## src/rtl/fpu_issue_ctrl_pkg.sv

```systemverilog
`default_nettype none
// ============================================================================
//  Module      : fpu_issue_ctrl_pkg
//  Description : Shared FPU definitions (operand, rounding-mode and command
//                widths) plus the issue-controller state encoding.
//  Revision    : 1.0 - initial release
// ============================================================================
package fpu_issue_ctrl_pkg;

    localparam int C_OP  = 32;  // single-precision operand / result width
    localparam int C_RM  = 3;   // IEEE rounding-mode field
    localparam int C_CMD = 4;   // FPU operator select

    typedef enum logic [1:0] {
        IDLE  = 2'd0,
        BUSY  = 2'd1,
        DRAIN = 2'd2,
        DONE  = 2'd3
    } fpu_issue_state_t;

endpackage
`default_nettype wire

```

## src/rtl/fpu_issue_ctrl_if.sv

```systemverilog
`default_nettype none
// ============================================================================
//  Module      : fpu_issue_ctrl_if
//  Description : Request, FPU and writeback buses of the issue controller.
//                Signal suffixes are from the controller's point of view;
//                the controller uses the slave modport, its environment the
//                master modport.
//  Revision    : 1.0 - initial release
// ============================================================================
interface fpu_issue_ctrl_if #(
    parameter int TAG_W = 5
);
    import fpu_issue_ctrl_pkg::*;

    // core -> controller request
    logic             req_valid_i;
    logic             req_ready_o;
    logic [C_OP-1:0]  req_op_a_i;
    logic [C_OP-1:0]  req_op_b_i;
    logic [C_RM-1:0]  req_rm_i;
    logic [C_CMD-1:0] req_cmd_i;
    logic [TAG_W-1:0] req_tag_i;

    // controller <-> FPU wrapper
    logic [C_OP-1:0]  fpu_op_a_o;
    logic [C_OP-1:0]  fpu_op_b_o;
    logic [C_RM-1:0]  fpu_rm_o;
    logic [C_CMD-1:0] fpu_cmd_o;
    logic             fpu_enable_o;
    logic             fpu_stall_o;
    logic [C_OP-1:0]  fpu_result_i;
    logic             fpu_result_valid_i;

    // controller -> writeback
    logic             wb_valid_o;
    logic             wb_ready_i;
    logic [C_OP-1:0]  wb_result_o;
    logic [TAG_W-1:0] wb_tag_o;
    logic             wb_err_o;

    modport slave (
        input  req_valid_i, req_op_a_i, req_op_b_i, req_rm_i, req_cmd_i, req_tag_i,
        output req_ready_o,
        output fpu_op_a_o, fpu_op_b_o, fpu_rm_o, fpu_cmd_o, fpu_enable_o, fpu_stall_o,
        input  fpu_result_i, fpu_result_valid_i,
        output wb_valid_o, wb_result_o, wb_tag_o, wb_err_o,
        input  wb_ready_i
    );

    modport master (
        output req_valid_i, req_op_a_i, req_op_b_i, req_rm_i, req_cmd_i, req_tag_i,
        input  req_ready_o,
        input  fpu_op_a_o, fpu_op_b_o, fpu_rm_o, fpu_cmd_o, fpu_enable_o, fpu_stall_o,
        output fpu_result_i, fpu_result_valid_i,
        input  wb_valid_o, wb_result_o, wb_tag_o, wb_err_o,
        output wb_ready_i
    );

endinterface
`default_nettype wire

```

## src/rtl/fpu_issue_ctrl.sv

```systemverilog
`default_nettype none
// ============================================================================
//  Module      : fpu_issue_ctrl
//  Description : Single-outstanding FP issue/writeback controller in front of
//                the FPU wrapper. Holds operands stable, drives FPU
//                enable/stall, captures the result, returns it with its tag
//                to writeback. Supports flush and a latency watchdog.
//  Options     : FPU_ISSUE_PERF_CNT_EN - adds perf_ops_o / perf_busy_o
//                counters (absent when undefined).
//  Revision    : 1.0 - initial release
// ============================================================================
module fpu_issue_ctrl
    import fpu_issue_ctrl_pkg::*;
#(
    parameter int TAG_W   = 5,
    parameter int MAX_LAT = 8
) (
    input  wire logic        clk,
    input  wire logic        rst_n,
    input  wire logic        flush_i,
`ifdef FPU_ISSUE_PERF_CNT_EN
    output logic [31:0]      perf_ops_o,
    output logic [31:0]      perf_busy_o,
`endif
    fpu_issue_ctrl_if.slave  bus
);

    localparam int CNT_W = $clog2(MAX_LAT);
    localparam logic [CNT_W-1:0] C_WD_LAST = CNT_W'(MAX_LAT - 1);

    fpu_issue_state_t state_q, state_d;

    logic [C_OP-1:0]  op_a_q, op_b_q, result_q;
    logic [C_RM-1:0]  rm_q;
    logic [C_CMD-1:0] cmd_q;
    logic [TAG_W-1:0] tag_q;
    logic             err_q;
    logic [CNT_W-1:0] cnt_q;

    logic req_ready;
    logic req_hs;
    logic wd_expire;
    logic capture;
    logic timeout;
    logic fpu_active;

    assign req_hs     = bus.req_valid_i & req_ready;
    assign wd_expire  = (cnt_q == C_WD_LAST);
    assign fpu_active = (state_q == BUSY) | (state_q == DRAIN);

    // State register; asynchronous reset drops straight back to IDLE.
    always_ff @(posedge clk or negedge rst_n) begin
        if (!rst_n) state_q <= IDLE;
        else        state_q <= state_d;
    end

    // Next state, request acceptance and capture strobes.
    always_comb begin
        state_d   = state_q;
        req_ready = 1'b0;
        capture   = 1'b0;
        timeout   = 1'b0;
        unique case (state_q)
            IDLE: begin
                req_ready = ~flush_i;
                if (req_hs) state_d = BUSY;
            end
            BUSY: begin
                if (flush_i) begin
                    // An FPU that finishes in the flush cycle needs no drain.
                    state_d = (bus.fpu_result_valid_i | wd_expire) ? IDLE : DRAIN;
                end else if (bus.fpu_result_valid_i) begin
                    capture = 1'b1;
                    state_d = DONE;
                end else if (wd_expire) begin
                    timeout = 1'b1;
                    state_d = DONE;
                end
            end
            DRAIN: begin
                if (bus.fpu_result_valid_i | wd_expire) state_d = IDLE;
            end
            DONE: begin
                req_ready = bus.wb_ready_i & ~flush_i;
                if (flush_i)            state_d = IDLE;
                else if (req_hs)        state_d = BUSY;
                else if (bus.wb_ready_i) state_d = IDLE;
            end
            default: state_d = IDLE;
        endcase
    end

    // Holding registers, watchdog counter and result capture.
    always_ff @(posedge clk or negedge rst_n) begin
        if (!rst_n) begin
            op_a_q   <= '0;
            op_b_q   <= '0;
            rm_q     <= '0;
            cmd_q    <= '0;
            tag_q    <= '0;
            result_q <= '0;
            err_q    <= 1'b0;
            cnt_q    <= '0;
        end else begin
            if (req_hs) begin
                op_a_q <= bus.req_op_a_i;
                op_b_q <= bus.req_op_b_i;
                rm_q   <= bus.req_rm_i;
                cmd_q  <= bus.req_cmd_i;
                tag_q  <= bus.req_tag_i;
                cnt_q  <= '0;
            end else if (fpu_active) begin
                cnt_q  <= cnt_q + CNT_W'(1);
            end
            if (capture) begin
                result_q <= bus.fpu_result_i;
                err_q    <= 1'b0;
            end else if (timeout) begin
                result_q <= '0;
                err_q    <= 1'b1;
            end
        end
    end

    assign bus.req_ready_o  = req_ready;
    assign bus.fpu_op_a_o   = op_a_q;
    assign bus.fpu_op_b_o   = op_b_q;
    assign bus.fpu_rm_o     = rm_q;
    assign bus.fpu_cmd_o    = cmd_q;
    assign bus.fpu_enable_o = fpu_active;
    assign bus.fpu_stall_o  = ~fpu_active;
    assign bus.wb_valid_o   = (state_q == DONE);
    assign bus.wb_result_o  = result_q;
    assign bus.wb_tag_o     = tag_q;
    assign bus.wb_err_o     = (state_q == DONE) & err_q;

`ifdef FPU_ISSUE_PERF_CNT_EN
    logic [31:0] perf_ops_q, perf_busy_q;

    // Completed writebacks and FPU-occupied cycles, free-running modulo 2^32.
    always_ff @(posedge clk or negedge rst_n) begin
        if (!rst_n) begin
            perf_ops_q  <= '0;
            perf_busy_q <= '0;
        end else begin
            if (bus.wb_valid_o & bus.wb_ready_i) perf_ops_q  <= perf_ops_q + 32'd1;
            if (fpu_active)                      perf_busy_q <= perf_busy_q + 32'd1;
        end
    end

    assign perf_ops_o  = perf_ops_q;
    assign perf_busy_o = perf_busy_q;
`endif

endmodule
`default_nettype wire

```

## src/flat_wrapper.sv

```systemverilog
// flat-port wrapper written by rule: the top's interface ports become plain ports
module fpu_issue_ctrl_flat import fpu_issue_ctrl_pkg::*;
#(
    parameter int TAG_W   = 5,
    parameter int MAX_LAT = 8
)
  (clk, rst_n, flush_i, bus_req_valid_i, bus_req_op_a_i, bus_req_op_b_i, bus_req_rm_i, bus_req_cmd_i, bus_req_tag_i, bus_req_ready_o, bus_fpu_op_a_o, bus_fpu_op_b_o, bus_fpu_rm_o, bus_fpu_cmd_o, bus_fpu_enable_o, bus_fpu_stall_o, bus_fpu_result_i, bus_fpu_result_valid_i, bus_wb_valid_o, bus_wb_result_o, bus_wb_tag_o, bus_wb_err_o, bus_wb_ready_i);
  fpu_issue_ctrl_if #(.TAG_W(TAG_W)) bus_i ();
  input  wire logic clk;
  input  wire logic rst_n;
  input  wire logic flush_i;
  input wire logic [$bits(bus_i.req_valid_i)-1:0] bus_req_valid_i;
  input wire logic [$bits(bus_i.req_op_a_i)-1:0] bus_req_op_a_i;
  input wire logic [$bits(bus_i.req_op_b_i)-1:0] bus_req_op_b_i;
  input wire logic [$bits(bus_i.req_rm_i)-1:0] bus_req_rm_i;
  input wire logic [$bits(bus_i.req_cmd_i)-1:0] bus_req_cmd_i;
  input wire logic [$bits(bus_i.req_tag_i)-1:0] bus_req_tag_i;
  output wire logic [$bits(bus_i.req_ready_o)-1:0] bus_req_ready_o;
  output wire logic [$bits(bus_i.fpu_op_a_o)-1:0] bus_fpu_op_a_o;
  output wire logic [$bits(bus_i.fpu_op_b_o)-1:0] bus_fpu_op_b_o;
  output wire logic [$bits(bus_i.fpu_rm_o)-1:0] bus_fpu_rm_o;
  output wire logic [$bits(bus_i.fpu_cmd_o)-1:0] bus_fpu_cmd_o;
  output wire logic [$bits(bus_i.fpu_enable_o)-1:0] bus_fpu_enable_o;
  output wire logic [$bits(bus_i.fpu_stall_o)-1:0] bus_fpu_stall_o;
  input wire logic [$bits(bus_i.fpu_result_i)-1:0] bus_fpu_result_i;
  input wire logic [$bits(bus_i.fpu_result_valid_i)-1:0] bus_fpu_result_valid_i;
  output wire logic [$bits(bus_i.wb_valid_o)-1:0] bus_wb_valid_o;
  output wire logic [$bits(bus_i.wb_result_o)-1:0] bus_wb_result_o;
  output wire logic [$bits(bus_i.wb_tag_o)-1:0] bus_wb_tag_o;
  output wire logic [$bits(bus_i.wb_err_o)-1:0] bus_wb_err_o;
  input wire logic [$bits(bus_i.wb_ready_i)-1:0] bus_wb_ready_i;
  assign bus_i.req_valid_i = bus_req_valid_i;
  assign bus_i.req_op_a_i = bus_req_op_a_i;
  assign bus_i.req_op_b_i = bus_req_op_b_i;
  assign bus_i.req_rm_i = bus_req_rm_i;
  assign bus_i.req_cmd_i = bus_req_cmd_i;
  assign bus_i.req_tag_i = bus_req_tag_i;
  assign bus_req_ready_o = bus_i.req_ready_o;
  assign bus_fpu_op_a_o = bus_i.fpu_op_a_o;
  assign bus_fpu_op_b_o = bus_i.fpu_op_b_o;
  assign bus_fpu_rm_o = bus_i.fpu_rm_o;
  assign bus_fpu_cmd_o = bus_i.fpu_cmd_o;
  assign bus_fpu_enable_o = bus_i.fpu_enable_o;
  assign bus_fpu_stall_o = bus_i.fpu_stall_o;
  assign bus_i.fpu_result_i = bus_fpu_result_i;
  assign bus_i.fpu_result_valid_i = bus_fpu_result_valid_i;
  assign bus_wb_valid_o = bus_i.wb_valid_o;
  assign bus_wb_result_o = bus_i.wb_result_o;
  assign bus_wb_tag_o = bus_i.wb_tag_o;
  assign bus_wb_err_o = bus_i.wb_err_o;
  assign bus_i.wb_ready_i = bus_wb_ready_i;
  fpu_issue_ctrl #(.TAG_W(TAG_W), .MAX_LAT(MAX_LAT)) u_core (.clk(clk), .rst_n(rst_n), .flush_i(flush_i), .bus(bus_i));
endmodule
```

## config.mk

```make
export PLATFORM = sky130hd
export DESIGN_NAME = fpu_issue_ctrl_flat
export DESIGN_NICKNAME = d
export VERILOG_FILES = /design/src/rtl/fpu_issue_ctrl_pkg.sv /design/src/rtl/fpu_issue_ctrl_if.sv /design/src/rtl/fpu_issue_ctrl.sv /design/src/flat_wrapper.sv
export SDC_FILE = /design/constraint.sdc
export NUM_CORES = 1
export LEC_CHECK = 0
export BUFFER_PORTS_ARGS = -buffer_cell sky130_fd_sc_hd__buf_2
export CORE_ASPECT_RATIO = 2
export CORE_UTILIZATION = 43
export DETAILED_ROUTE_END_ITERATION = 12
export PLACE_DENSITY = 0.77
export SETUP_SLACK_MARGIN = 0.15
export SLEW_MARGIN = 20
export SYNTH_ARGS = -nofsm -noshare
export SYNTH_HDL_FRONTEND = slang
export SYNTH_SLANG_ARGS = --single-unit
```

## constraint.sdc

```tcl
create_clock -name clk -period 2.4 [get_ports clk]
set_clock_uncertainty 0.05 [all_clocks]
set_input_delay 0.12 -clock clk [delete_from_list [all_inputs] [get_ports clk]]
set_output_delay 0.12 -clock clk [all_outputs]
set_load 0.005 [all_outputs]
```

======== Word level (Yosys, flattened, before mapping) ========
Index checks and enable logic that the tools add are counted.
storage, ports and cells
  bits in registers ....................... 114
  input port bits ......................... 114
  output and inout bits ................... 113
  logic and storage cells ................. 53
operators by class
  add/subtract/negate cells ............... 1
  equal/unequal tests ..................... 8
  muxes and demuxes ....................... 24
  bitwise logic cells ..................... 7
  reduce and logical (&&, ||, !) cells .... 4
operators with widths
  cell                                                                    count
  32-bit 2-to-1 mux                                                       2
  2-bit 2-to-1 mux                                                        9
  1-bit 2-to-1 mux                                                        9
  2-bit one-hot mux with 4 select lines                                   1
  3-bit 2-to-1 mux                                                        2
  2-bit equality test (second input constant)                             2
  4-bit by 2-bit != test with 1-bit output (second input constant)        1
  4-bit by 3-bit != test with 1-bit output (second input constant)        1
  4-bit AND reduction                                                     1
  2-bit nonzero test                                                      2
  3-bit by 1-bit adder with 3-bit output (second input constant)          1
  1-bit bitwise AND                                                       3
  3-bit equality test (second input constant)                             1
  2-bit by 1-bit equality test with 1-bit output (second input constant)  1
  2-bit zero test                                                         1
  2-bit by 1-bit != test with 1-bit output (second input constant)        1
  2-bit != test (second input constant)                                   1
  1-bit NOT                                                               2
  1-bit OR                                                                2
  1-bit one-hot mux with 2 select lines                                   1

======== Longest topological paths before layout ========
  word-level depth ........................ 7
  gate-level depth with buffers ........... 8
  depth with buffers taken out ............ 6

======== Least setup slack after synthesis ========
Ideal clock, no wire load.
  kind .................................... register -> register
  start ................................... register u_core.state_q[0]
  end ..................................... register u_core.op_b_q[13] (netlist: u_core.bus.fpu_op_b_o[13])
  setup time .............................. 0.127 ns
  arrival time ............................ 1.769 ns
  data required time ...................... 2.223 ns
  slack ................................... 0.453 ns
  cell stages (with the launch flop) ...... 9
  buffers on the path ..................... 2
  period minus slack after synthesis ...... 1.947 ns
  path through ............................ dfrtp_1 > inv_1 > ha_1 > nor2_1 > nand2_1 > nor2_2 > buf_6 > buf_6 > mux2_1
on the way
  longest elaborated chain between the ends .. 3
  elaborated cells on any way between the ends .. 4
  those cells by class .................... eq/ne (1); mux (1); bitwise (1); reduce/logical (1)
RTL lines
  what                                                           line                   source
  start, declared                                                fpu_issue_ctrl.sv:31   fpu_issue_state_t state_q, state_d;
  start signal, assigned                                         fpu_issue_ctrl.sv:54   else state_q <= state_d;
  2-bit equality test / 2-bit zero test (equally long branches)  fpu_issue_ctrl.sv:63   unique case (state_q)
  1-bit one-hot mux with 2 select lines *                        fpu_issue_ctrl.sv:63
  1-bit bitwise AND *                                            fpu_issue_ctrl.sv:47   assign req_hs = bus.req_valid_i & req_ready;
  end signal, assigned                                           fpu_issue_ctrl.sv:107  op_b_q <= bus.req_op_b_i;
  end, declared                                                  fpu_issue_ctrl.sv:33   logic [C_OP-1:0] op_a_q, op_b_q, result_q;
Mark *: on every way between the ends. The rest lies on a longest branch, timed or not.
A chain may end at the register's enable or synchronous reset.

======== Worst setup path in the final report ========
  start ................................... register u_core.state_q[0]
  end ..................................... register u_core.op_a_q[30] (netlist: u_core.bus.fpu_op_a_o[30])
on the way
  longest elaborated chain between the ends .. 3
  elaborated cells on any way between the ends .. 4
  those cells by class .................... eq/ne (1); mux (1); bitwise (1); reduce/logical (1)
RTL lines
  what                                                           line                   source
  2-bit equality test / 2-bit zero test (equally long branches)  fpu_issue_ctrl.sv:63
  1-bit one-hot mux with 2 select lines *                        fpu_issue_ctrl.sv:63
  1-bit bitwise AND *                                            fpu_issue_ctrl.sv:47
  end signal, assigned                                           fpu_issue_ctrl.sv:106  op_a_q <= bus.req_op_a_i;
  end, declared                                                  fpu_issue_ctrl.sv:33
Marked as above.

==> reports/qor.log <==
INFO  status         status=finished, final reports clean
INFO  routing        postRouteAntennaNets=0
INFO  synth          synth.avg_cell_area=15.7um2
INFO  placement      detailed_place.area=5660um2
INFO  clocking       master_cell_of_the_clock_root_buffer=sky130_fd_sc_hd__clkbuf_16
INFO  worst_hold_path worst_hold_startpoint=bus_fpu_result_valid_i
INFO  clocking       cts_tree=built
INFO  worst_hold_path hold_path.class=primary input to flip-flop
INFO  setup_path     critPathSlowestCell=sky130_fd_sc_hd__dfrtp_1
INFO  global_routing pin_count_of_the_biggest_net_entering_global_routing=66
INFO  power_and_ir_drop finalPower=8.82mW
INFO  setup_path     worst_r2r_endpoint=u_core.bus.fpu_op_a_o[30]
INFO  finish         fraction_of_layout_cells_with_a_size_suffix_above_1=52.0%
INFO  finish         finish.cell_count_without_fillers=773
INFO  power_and_ir_drop cell_internal_pwr=6.06mW
INFO  floorplanning  num_io_pins=227
INFO  worst_hold_path holdPathStages=3
INFO  power_and_ir_drop worst_ir_drop_vdd=0.000861V
INFO  synth          synth.yosys.warnings=0
INFO  global_routing gr-usage-all-layers=25.6%
INFO  routing        post-route-drc-count=0
INFO  power_and_ir_drop comb_power_share=34.3%
INFO  sta            fmaxAchievable=0.468GHz
INFO  global_routing grt_antenna_before_repair=0
INFO  setup_path     timing.critical_path.required=2.64ns
INFO  synth          mapped_cell_area=4370um2
INFO  floorplanning  floorplan.die.height=145um
INFO  power_and_ir_drop leakage=3.68nW
INFO  global_routing grt_pass1_wl=20.1mm
INFO  routing        wire_length_per_cell=18.1um
INFO  setup_path     cp-start-kind=flip-flop
INFO  clocking       clk_path_buf_depth=2
INFO  job            max_cap_violations=0
INFO  finish         layout.cells.most_common_list=sky130_fd_sc_hd__buf_2 (225), sky130_fd_sc_hd__dfrtp_1 (114), sky130_fd_sc_hd__dlygate4sd3_1 (109)
INFO  clocking       cts.clk_slew.worst_paths=0.06ns
INFO  synth          synthesis.nets=399
INFO  power_and_ir_drop seqPwrFrac=38.5%
INFO  setup_path     worst-path-buf-inv=3
INFO  setup_path     worstPathMaxFanout=16
INFO  setup_path     critPathKind=flip-flop to flip-flop
INFO  sta            accumulated_negative_setup_slack=0ns
INFO  floorplanning  floorplan.initialDensity=44.5%
INFO  synth          synth_sequential_area_ratio=65.2%
INFO  finish         final_common_cell=sky130_fd_sc_hd__buf_2
INFO  routing        dr_pass1_iterations=5
INFO  global_routing overflow=0
INFO  clocking       numCtsBuffers=17
INFO  sta            final_hold_vios=0
INFO  floorplanning  design.die.area=10600um2
INFO  setup_path     timing.critical_path.cells=inv_1 > ha_2 > nor2_1 > nand2_1 > nor2_4 > buf_12 > buf_12 > mux2_2
INFO  sta            report.final.slew_viol_count=0
INFO  sta            tightest_slew=0.825ns
INFO  setup_path     category_of_cells_accounting_for_the_largest_share_of_critical_path_delay=buffers and inverters
INFO  sta            final_period_util=89.1%
INFO  routing        routed_wl=14.0mm
INFO  worst_hold_path timing.hold.worst_endpoint=u_core.err_q
INFO  floorplanning  die-width=73.3um
INFO  setup_path     cp-end-kind=flip-flop
INFO  clocking       worst_skew_pair.late_latency=0.40ns
INFO  power_and_ir_drop power.share.switching=31.2%
INFO  placement      hpwl=7.67mm
INFO  finish         post_route_standard_cell_area_excluding_fillers=7440um2
INFO  finish         layout.filler_cells=628
INFO  clocking       clock_sink_count=114
INFO  sta            period_minus_slack=2.14ns
INFO  routing        drt_iter0_drc=127
INFO  sta            setup_viol_count_final=0
INFO  finish         syn_to_final_growth=70.2%
INFO  clocking       ctsHtreeMaxLevel=4
INFO  placement      routabilityCongestion=0.763
INFO  setup_path     critical-path-max-stage-delay=0.41ns
INFO  floorplanning  core_area=9830um2
INFO  power_and_ir_drop switchingPower=2.75mW
INFO  setup_path     wp_data_arrival=2.38ns
INFO  synth          ys_seq_elements=114
INFO  setup_path     worst_reg_to_reg_setup_slack=0.26ns
INFO  placement      place.port_buffers=226
INFO  sta            unrepaired_setup_endpoints_after_global_routing=no
INFO  finish         final_nets=749
INFO  sta            slew_headroom=44.8%
INFO  finish         number_of_diodes=0
INFO  routing        routed_via_density=5.01
INFO  synth          yosys.cell_types.count=25
INFO  synth          synthCells=278
INFO  floorplanning  row_count=51
INFO  setup_path     r2r_start=u_core.state_q[0]
INFO  setup_path     r2r_cells=8
INFO  power_and_ir_drop clock_power_share=27.2%
INFO  global_routing first_global_vias=4137
INFO  power_and_ir_drop p_per_area=1180nW/um2
INFO  placement      numPlacedInstances=626
INFO  setup_path     worst_path_most_repeated_cell=sky130_fd_sc_hd__buf_12
INFO  routing        num_vias=3870
[cell usage after synthesis, drive strengths merged]
cell type  number  area [um2]
o21ai           4        20.0
nand4b          1        8.76
dfrtp         114        2850
nor2b           1        8.76
or3b            1        8.76
inv             3        11.3
a21oi           3        15.0
nor3b           1        7.51
a21bo           1        10.0
nor2            6        25.0
and2            2        12.5
buf            12        78.8
ha              7        87.6
o211ai          3        22.5
mux2           77         867
nand2           3        11.3
mux2i           2        20.0
a22o           32         280
nor3            1        5.00
a41oi           1        8.76
clkbuf          3        11.3
[how the worst max path moves through the flow]
| stage | to | cells past startpoint | from |
|---|---|---|---|
| 3_3_place_gp | u_core.state_q[1] | 5 | u_core.cnt_q[0] |
| 2_1_floorplan | u_core.bus.fpu_op_b_o[13] | 8 | u_core.state_q[0] |
| 6_report | u_core.bus.fpu_op_a_o[30] | 8 | u_core.state_q[0] |
| 3_5_place_dp | u_core.bus.wb_tag_o[1] | 7 | u_core.state_q[0] |
| 5_1_grt | u_core.bus.fpu_op_b_o[16] | 8 | u_core.state_q[0] |
| 4_1_cts | u_core.bus.fpu_op_b_o[3] | 7 | u_core.state_q[1] |
[state kept, by name, summed over array words and instances, names as in the netlist, 2 cells and up]
| name | flops |
|---|---|
| u_core.bus.fpu_cmd_o | 4 |
| u_core.bus.fpu_op_a_o | 32 |
| u_core.bus.fpu_op_b_o | 32 |
| u_core.bus.fpu_rm_o | 3 |
| u_core.bus.wb_result_o | 32 |
| u_core.bus.wb_tag_o | 5 |
| u_core.cnt_q | 3 |
| u_core.state_q | 2 |
[layout make-up]
cell class	count	area (um2)	share of cell area, %
clock buffer	18	439	5.90
clock inverter	14	133	1.78
inverter	3	11.3	0.151
multi-input combinational	146	1440	19.3
sequential	114	2850	38.3
tap	132	165	2.22
timing repair buffer	346	2400	32.3
[worst reg2reg max path, cell delays in order, from the launching register on]
cell and delay [ns]:
sky130_fd_sc_hd__dfrtp_1 0.41, sky130_fd_sc_hd__inv_1 0.12, sky130_fd_sc_hd__ha_2 0.33, sky130_fd_sc_hd__nor2_1 0.10, sky130_fd_sc_hd__nand2_1 0.12, sky130_fd_sc_hd__nor2_4 0.21, sky130_fd_sc_hd__buf_12 0.16, sky130_fd_sc_hd__buf_12 0.17
sky130_fd_sc_hd__mux2_2 0.35
[logic make-up after synthesis]
kind of cell / synth area share (%)
compound gates: 8.15
mux: 20.3
flops: 65.2
simple gates: 2.00
buf+inv: 2.32
fa+ha+maj: 2.00
[power groups by stage]
stage,sequential (mW),clock (mW),combinational [mW]
floorplan,3.41,0,1.30
finish,3.39,2.40,3.03
global route,3.49,2.53,3.28
CTS,3.33,2.42,2.90
global placement,3.31,0,2.63
detailed placement,3.35,0,2.75
[layer usage]
metal,global-route usage (%),wire length [um],vias to the layer above
met5,0,0,-
met4,15.4,552,0
met2,46.3,7770,183
li1,-,-,1715
met1,25.6,4920,1926
met3,6.34,738,46
[through the flow]
step	hold WS, ns	util (%)	setup slack, ns
2_1_floorplan	-0.226	-	0.453
3_5_place_dp	0.0817	57.6	0.237
6_report	0.0187	75.7	0.262
3_3_place_gp	0.0782	57.5	0.203
5_1_grt	0.0315	75.7	0.123
4_1_cts	0.00925	74.5	0.219
[repair_timing]
action | CTS | global route
endpoints found under the hold margin | 146 | 0
hold buffers | 109 | 0
resized for setup | 0 | 5
endpoints found under the setup margin | 0 | 63
setup buffers | 0 | 1
Note: power is estimated with default switching activity, not from simulation.
